==> src/rtl/texture_mapper_div_pkg.sv <==
// Shared types and constants for the texture-mapper divider arbiter.
// Optional feature macro: TEXTURE_MAPPER_DIV_DBZ_EN adds a divide-by-zero flag to each tag.
package texture_mapper_div_pkg;

    // The id field is sized for the largest supported requester count (8).
    localparam int REQ_ID_W            = 3;
    localparam int DEFAULT_DIV_LATENCY = 32;

    typedef struct packed {
        logic                valid;
        logic [REQ_ID_W-1:0] id;
`ifdef TEXTURE_MAPPER_DIV_DBZ_EN
        logic                dbz;
`endif
    } tag_t;

endpackage

==> src/rtl/texture_mapper_rr_arbiter.sv <==
// Combinational round-robin arbiter: grants the first request at or after ptr_i.
module texture_mapper_rr_arbiter
    import texture_mapper_div_pkg::*;
#(
    parameter int NUM_REQ = 4,
    parameter int ID_W    = REQ_ID_W
) (
    input  logic [NUM_REQ-1:0] req_i,
    input  logic               en_i,
    input  logic [ID_W-1:0]    ptr_i,
    output logic [NUM_REQ-1:0] grant_o,
    output logic [ID_W-1:0]    grant_idx_o
);

    int   j_s;
    logic found_s;

    // Scan requesters starting at the pointer, wrapping modulo NUM_REQ.
    always_comb begin
        grant_o     = '0;
        grant_idx_o = '0;
        found_s     = 1'b0;
        j_s         = 0;
        for (int k = 0; k < NUM_REQ; k++) begin
            j_s = int'(ptr_i) + k;
            if (j_s >= NUM_REQ) begin
                j_s = j_s - NUM_REQ;
            end else begin
                j_s = j_s;
            end
            if (en_i && !found_s && req_i[j_s]) begin
                found_s        = 1'b1;
                grant_o[j_s]   = 1'b1;
                grant_idx_o    = ID_W'(j_s);
            end else begin
                found_s = found_s;
            end
        end
    end

endmodule

==> src/rtl/texture_mapper_div_arbiter.sv <==
// Shares one external pipelined divider among NUM_REQ requesters.
// A tag shift register tracks the divider pipeline and steers results back.
// Optional feature macro: TEXTURE_MAPPER_DIV_DBZ_EN (adds rsp_dbz output).
module texture_mapper_div_arbiter
    import texture_mapper_div_pkg::*;
#(
    parameter int NUM_REQ     = 4,
    parameter int WIDTH_N     = 32,
    parameter int WIDTH_D     = 32,
    parameter int DIV_LATENCY = DEFAULT_DIV_LATENCY
) (
    input  logic                              clock,
    input  logic                              aclr_n,
    input  logic [NUM_REQ-1:0]                req_valid,
    output logic [NUM_REQ-1:0]                req_ready,
    input  logic [NUM_REQ*WIDTH_N-1:0]        req_numer,
    input  logic [NUM_REQ*WIDTH_D-1:0]        req_denom,
    output logic [NUM_REQ-1:0]                rsp_valid,
    input  logic [NUM_REQ-1:0]                rsp_ready,
    output logic [WIDTH_N-1:0]                rsp_quotient,
    output logic [WIDTH_D-1:0]                rsp_remain,
`ifdef TEXTURE_MAPPER_DIV_DBZ_EN
    output logic                              rsp_dbz,
`endif
    output logic                              div_clken,
    output logic [WIDTH_N-1:0]                div_numer,
    output logic [WIDTH_D-1:0]                div_denom,
    input  logic [WIDTH_N-1:0]                div_quotient,
    input  logic [WIDTH_D-1:0]                div_remain,
    output logic [$clog2(DIV_LATENCY+1)-1:0]  in_flight
);

    localparam int CNT_W = $clog2(DIV_LATENCY + 1);

    tag_t                tag_q [DIV_LATENCY];
    tag_t                tag_d;
    tag_t                head_s;
    logic [REQ_ID_W-1:0] ptr_q;
    logic [REQ_ID_W-1:0] ptr_d;
    logic [REQ_ID_W-1:0] grant_idx_s;
    logic [NUM_REQ-1:0]  grant_s;
    logic [NUM_REQ-1:0]  head_sel_s;
    logic                grant_vld_s;
    logic                clken_s;
    logic                arb_en_s;
    logic [CNT_W-1:0]    in_flight_q;
    logic [CNT_W-1:0]    in_flight_d;

    assign head_s = tag_q[DIV_LATENCY-1];

    // Decode the head tag into a one-hot response-valid vector.
    always_comb begin
        head_sel_s = '0;
        for (int i = 0; i < NUM_REQ; i++) begin
            head_sel_s[i] = head_s.valid & (head_s.id == REQ_ID_W'(i));
        end
    end

    // The whole pipeline freezes while the head result is not accepted.
    assign clken_s      = ~|(head_sel_s & ~rsp_ready);
    assign div_clken    = clken_s;
    assign rsp_valid    = head_sel_s;
    assign rsp_quotient = div_quotient;
    assign rsp_remain   = div_remain;
    assign in_flight    = in_flight_q;
`ifdef TEXTURE_MAPPER_DIV_DBZ_EN
    assign rsp_dbz      = head_s.dbz & head_s.valid;
`endif

    // No grants while stalled or while reset is held.
    assign arb_en_s    = clken_s & aclr_n;
    assign grant_vld_s = |grant_s;
    assign req_ready   = grant_s;

    texture_mapper_rr_arbiter #(
        .NUM_REQ (NUM_REQ),
        .ID_W    (REQ_ID_W)
    ) u_rr_arbiter (
        .req_i       (req_valid),
        .en_i        (arb_en_s),
        .ptr_i       (ptr_q),
        .grant_o     (grant_s),
        .grant_idx_o (grant_idx_s)
    );

    // Route the granted requester's operands to the divider; 0/1 when idle.
    always_comb begin
        div_numer = '0;
        div_denom = WIDTH_D'(1);
        for (int i = 0; i < NUM_REQ; i++) begin
            if (grant_s[i]) begin
                div_numer = req_numer[i*WIDTH_N +: WIDTH_N];
                div_denom = req_denom[i*WIDTH_D +: WIDTH_D];
            end else begin
                div_numer = div_numer;
            end
        end
    end

    // Next tag, pointer and in-flight count for a shifting edge.
    always_comb begin
        tag_d       = '0;
        tag_d.valid = grant_vld_s;
        tag_d.id    = grant_idx_s;
`ifdef TEXTURE_MAPPER_DIV_DBZ_EN
        tag_d.dbz   = grant_vld_s & (div_denom == '0);
`endif
        if (!grant_vld_s) begin
            ptr_d = ptr_q;
        end else if (grant_idx_s == REQ_ID_W'(NUM_REQ - 1)) begin
            ptr_d = '0;
        end else begin
            ptr_d = grant_idx_s + REQ_ID_W'(1);
        end
        case ({grant_vld_s, head_s.valid})
            2'b10:   in_flight_d = in_flight_q + CNT_W'(1);
            2'b01:   in_flight_d = in_flight_q - CNT_W'(1);
            default: in_flight_d = in_flight_q;
        endcase
    end

    // Tag pipeline, pointer and counter advance only on clock-enabled edges.
    always_ff @(posedge clock or negedge aclr_n) begin
        if (!aclr_n) begin
            for (int i = 0; i < DIV_LATENCY; i++) begin
                tag_q[i] <= '0;
            end
            ptr_q       <= '0;
            in_flight_q <= '0;
        end else if (clken_s) begin
            tag_q[0] <= tag_d;
            for (int i = 1; i < DIV_LATENCY; i++) begin
                tag_q[i] <= tag_q[i-1];
            end
            ptr_q       <= ptr_d;
            in_flight_q <= in_flight_d;
        end else begin
            ptr_q       <= ptr_q;
            in_flight_q <= in_flight_q;
        end
    end

endmodule

==> config.mk <==
export PLATFORM = sky130hd
export DESIGN_NAME = texture_mapper_div_arbiter
export DESIGN_NICKNAME = d
export VERILOG_FILES = /design/src/rtl/texture_mapper_div_pkg.sv /design/src/rtl/texture_mapper_rr_arbiter.sv /design/src/rtl/texture_mapper_div_arbiter.sv
export SDC_FILE = /design/constraint.sdc
export NUM_CORES = 1
export LEC_CHECK = 0
export CORE_AREA = 8 8 178 180
export DETAILED_ROUTE_END_ITERATION = 10
export DIE_AREA = 0 0 186 188
export GPL_TIMING_DRIVEN = 1
export SLEW_MARGIN = 40
export SYNTH_ARGS = -nofsm -noshare
export SYNTH_HDL_FRONTEND = slang
export SYNTH_SLANG_ARGS = --single-unit
==> constraint.sdc <==
create_clock -name clock -period 11.24 [get_ports clock]
set_input_delay 2.81 -clock clock [delete_from_list [all_inputs] [get_ports clock]]
set_output_delay 2.81 -clock clock [all_outputs]
set_load 0.01 [all_outputs]
Word-level counts from Yosys, hierarchy flattened:

Cells that the tools add are included.

* bits in registers: 137
* output and inout bits: 143
* word-level logic and storage cells: 171

* $add $sub $neg: 10
* magnitude comparators: 12
* equal/unequal tests: 6
* multiplexer cells: 45
* bitwise operators: 11
* reductions and logical operators: 21

Operators with widths (count)
* 32-bit two-way mux: 12
* 32-bit by 1-bit >= comparator with 1-bit output, second input constant: 4
* 32-bit by 4-bit less-than comparator with 1-bit output, second input constant: 4
* 32-bit by 4-bit >= comparator with 1-bit output, second input constant: 3
* 32-bit by 4-bit subtractor with 32-bit output, second input constant: 3
* 4-bit two-way mux: 4
* 1-bit two-way mux: 15
* 3-bit two-way mux: 5
* 4-bit OR: 3
* 6-bit case mux with 2 select lines: 1
* 1-bit logical AND: 11
* 3-bit by 2-bit == test with 1-bit output, second input constant: 3
* 3-bit by 2-bit adder with 4-bit output, second input constant: 2
* 1-bit binary-select mux with 2-bit select: 4
* 1-bit demux with 2-bit select: 4
* 4-bit OR reduction: 2
* 6-bit by 1-bit adder with 6-bit output, second input constant: 1
* 6-bit by 1-bit subtractor with 6-bit output, second input constant: 1
* 1-bit bitwise AND: 5
* 3-bit by 1-bit adder with 4-bit output, second input constant: 1
* 4-bit bitwise AND: 1
* 1-bit zero test: 4
* 4-bit NOT: 1
* 2-bit AND reduction: 2
* 9 further kinds: 9

Longest topological paths before layout:

* depth in word-level cells: 24
* mapped depth: 19

Cells and area by module:

A second synthesis with hierarchy kept.

* cell total of the unflattened synthesis: 1055
* area total of the unflattened synthesis: 8451.9 sq um

Modules (own cells, without submodules)
* texture_mapper_div_arbiter: instances 1, cells each 971, area an instance 7808.7 sq um, sequential area each 3428.3 sq um
* texture_mapper_rr_arbiter: instances 1, cells each 84, area an instance 643.1 sq um, sequential area each 0.0 sq um

Worst setup path after synthesis:

Ideal clock, no wire load.

* path type: input to output
* start: input port req_valid[1]
* end: output port div_denom[10]
* arrival time: 5.227 ns
* path slack: 3.203 ns
* cell stages on the path: 8
* path buffers: 2
* cell sequence: mux4_2 nor4b_2 a221o_1 or3_1 buf_2 nor4b_4 buf_6 a221o_1

* longest elaborated chain between the ends: 21

RTL lines
* start: declaration: line texture_mapper_div_arbiter.sv:14 `input logic [NUM_REQ-1:0] req_valid,`
* 1-bit binary-select mux with 2-bit select: line texture_mapper_rr_arbiter.sv:31 `if (en_i && !found_s && req_i[j_s]) begin`
* 1-bit two-way mux (not written as such) (2 in series): line texture_mapper_rr_arbiter.sv:31
* 1-bit logical AND: line texture_mapper_rr_arbiter.sv:31
* 1-bit two-way mux: line texture_mapper_rr_arbiter.sv:31
* 1-bit zero test: line texture_mapper_rr_arbiter.sv:31
* 1-bit logical AND (2 in series): line texture_mapper_rr_arbiter.sv:31
* 1-bit two-way mux: line texture_mapper_rr_arbiter.sv:31
* 1-bit zero test: line texture_mapper_rr_arbiter.sv:31
* 1-bit logical AND (2 in series): line texture_mapper_rr_arbiter.sv:31
* 1-bit two-way mux: line texture_mapper_rr_arbiter.sv:31
* 1-bit zero test: line texture_mapper_rr_arbiter.sv:31
* 1-bit logical AND (2 in series): line texture_mapper_rr_arbiter.sv:31
* 4-bit two-way mux (*): line texture_mapper_rr_arbiter.sv:31
* 32-bit two-way mux (3 in series): line texture_mapper_div_arbiter.sv:91 `if (grant_s[i]) begin`
* 32-bit two-way mux (*): line texture_mapper_div_arbiter.sv:91
* end: declaration: line texture_mapper_div_arbiter.sv:27 `output logic [WIDTH_D-1:0] div_denom,`

Every way passes the cells marked *; elsewhere a longest branch is shown, timed or not. The select of a mux whose other input is x is not followed.

Final worst setup path:

* start: input port req_valid[3]
* end: output port div_denom[28]

Same word-level chain as after synthesis.

==> summary.txt <==
Area Growth Syn to Fin = 46.5%
Ports = 473
Detail-routed via count per cell = 4.98
Post-CTS setup buffer count = 0
Critical path arrival = 7210 ps
Largest stage delay, worst path = 630 ps
Least-Margin Pin Slew = 794 ps
Slew Limit Fails = 0
Hold Buf Count CTS = 0
Most common cell on crit path = clkdlybuf4s50_1
Reg2Reg Setup Slack = 5570 ps
Crit path max fanout = 64
Num CTS Buffers = 17
Initial antenna violation count = 7
CP startpoint kind = input pin
Clock net sink count = 137
Finish-stage setup viols = 0
Post-route setup TNS = 0 ps
Clock transition at path regs = 60 ps
Post-synth top flop = dfrtp_1
Min-Delay Path Class = reg -> reg
Drc violations = 0
Global-route wire length before repair = 54700 um
Iteration-0 DRC Markers = 689
Setup Skew = 5.60 ps
Die Height = 188 um
Gpl congestion = 0.860
Reg2Reg Depth = 15
Switching pwr = 1290 uW
Critical path cell sequence = clkdlybuf4s50_1 > mux4_2 > nor4b_2 > a221o_2 > buf_4 > o21a_2 > buf_12 > o31ai_1 > a221o_1 > clkdlybuf4s50_1
Buffers added on ports = 344
Critical path class = in -> out
WL/cell = 22.6 um
GRT Util Overall = 20.9%
# fillers = 2914
Status = finished clean
Largest net degree at the start of global routing = 100
Initial Utilization = 29.4%
Distinct cells, synth = 54
Total core area = 29000 um2
Final ANT Viol Nets = 0
Sequential-to-total area share from yosys stat = 40.2%
RSZ-0062 raised after global routing = false
Leakage = 0.00577 uW
Critical path's slowest cell = mux4_2
Number of global-route vias before repair = 8391
Combinational power share = 56.2%
Max cap viols = 0
Chip width = 186 um
Post-synthesis register bit count = 137
Die ar. = 35000 um2
Final cycle utilization of the critical path = 89.2%
Ys Warns = 0
Synth Instances = 1036
CTS tree = done
Max H-tree Level = 4
Clock power share = 20.4%
Mapped Nets = 1377
Peak Freq = 99.8 MHz
Site Rows = 63
Post-CTS sizing = 0
Via count = 8344
CTS Buffer Depth = 2
CP endpoint kind = output pin
P_int = 1910 uW
Worst relative slew slack = 47.1%
Hold Path Stages = 2
Power per cell area = 256 nW/um2
Total power draw = 3200 uW
Worst-Skew Late Latency = 410 ps
Clock root buffer = clkbuf_16
Part of the power in registers = 23.4%
DP Wirelength = 29600 um
Max rail drop VDD = 146 uV
FF+latch area = 3430 um2
Asr flop ratio synth = 100%
Post-synth EDFFs = 0
Syn_area_per_cell = 8.23 um2
Multi-input gate area = 4020 um2
Routed WL = 37900 um
Hold Vio Cnt, Final = 0
Post-layout min period = 10020 ps
1st-pass router iterations = 5
CP Data Required Time = 8430 ps
Final nets = 1609
Cell area after synthesis = 8530 um2
Net Sw Frac = 40.4%
Layout cells sized above 1 = 5.07%
GR Overflow Total = 0
flip-flops by register name, summed over array words and instances, names as in the netlist:
signal / flops
in_flight: 6
tag_q: 124
head_s: 4
ptr_q: 3
final timing paths:
check | start | end
max | req_valid[3] | div_denom[28]
min | tag_q[76] | tag_q[72]
max reg2reg | ptr_q[0] | in_flight[4]
min reg2reg | tag_q[76] | tag_q[72]
max in group asynchronous | aclr_n | in_flight[5]
min in group asynchronous | aclr_n | tag_q[57]
routing by layer:
layer	GRT usage, %	wire [um]	vias to the layer above
met5	0	9	-
met3	7.32	3580	28
met1	24.9	15200	4019
li1	-	-	3964
met2	35.1	18600	331
met4	5.47	517	2
per-stage QoR:
step	instance area, um2	utilization, %	std cells	hold WS (ps)	worst slack (ps)
after global placement	11800	40.5	1638	449	1300
after CTS	12500	43.0	1671	460	1230
after detailed placement	11800	40.6	1639	448	1240
after global routing	12500	43.1	1676	480	984
after floorplan	8530	-	1036	435	3200
final	12500	43.1	1676	461	1220
critical path, delay by kind of cell:
kind                   cells  cell delay [ps]
buffers and inverters      4             2020
AOI/OAI and AO/OA          4             1210
muxes                      1              630
and+or+nand+nor            1              470
power by group through the flow:
stage	clock network (uW)	registers [uW]	logic (uW)
2_1_floorplan	0	729	1040
3_3_place_gp	0	752	1800
3_5_place_dp	0	754	1820
4_1_cts	665	748	1830
5_1_grt	689	769	1960
6_report	652	747	1800
cell usage after synthesis (5+ instances only):
library cell | n | area (um2)
inv_1 | 68 | 255
mux2i_1 | 6 | 60.1
a21oi_1 | 5 | 25.0
buf_6 | 6 | 67.6
nand2_1 | 377 | 1420
dfrtp_1 | 137 | 3430
nor2_1 | 9 | 33.8
buf_4 | 65 | 488
buf_1 | 6 | 22.5
a221o_1 | 66 | 661
and2_1 | 8 | 50.1
o31ai_1 | 63 | 473
ha_1 | 11 | 138
clkbuf_1 | 58 | 218
buf_2 | 10 | 50.1
o211ai_1 | 63 | 473
o21ai_0 | 6 | 30.0
area by class of cell:
class	instances	share of cell area [%]
clock inverter	9	1.65
timing repair buffer	358	28.7
tap	390	3.91
clock buffer	23	3.91
antenna	5	0.100
sequential	137	27.4
inverter	71	2.14
multi-input combinational	683	32.2
cell usage in the layout, fill, tap and decap left out, drive strengths merged, types with 5 or more instances in the layout:
cell type / instances
a21oi: 5
a221o: 66
and2: 8
buf: 15
bufinv: 6
clkbuf: 23
clkdlybuf4s50: 343
dfrtp: 137
diode: 5
ha: 11
inv: 73
mux2i: 6
nand2: 377
nor2: 9
o211ai: 63
o21ai: 8
o31ai: 63
cell families after synthesis:
logic type | Yosys count | share of synthesized area (%)
xor gates and xnor gates | 7 | 0.719
AOI/OAI and AO/OA | 230 | 22.1
and+or+nand+nor | 422 | 20.2
buffers and inverters | 216 | 13.0
muxes | 13 | 2.16
DFF | 137 | 40.2
adders and majority gates | 11 | 1.61
No activity file was read; power rests on OpenSTA's default activity.
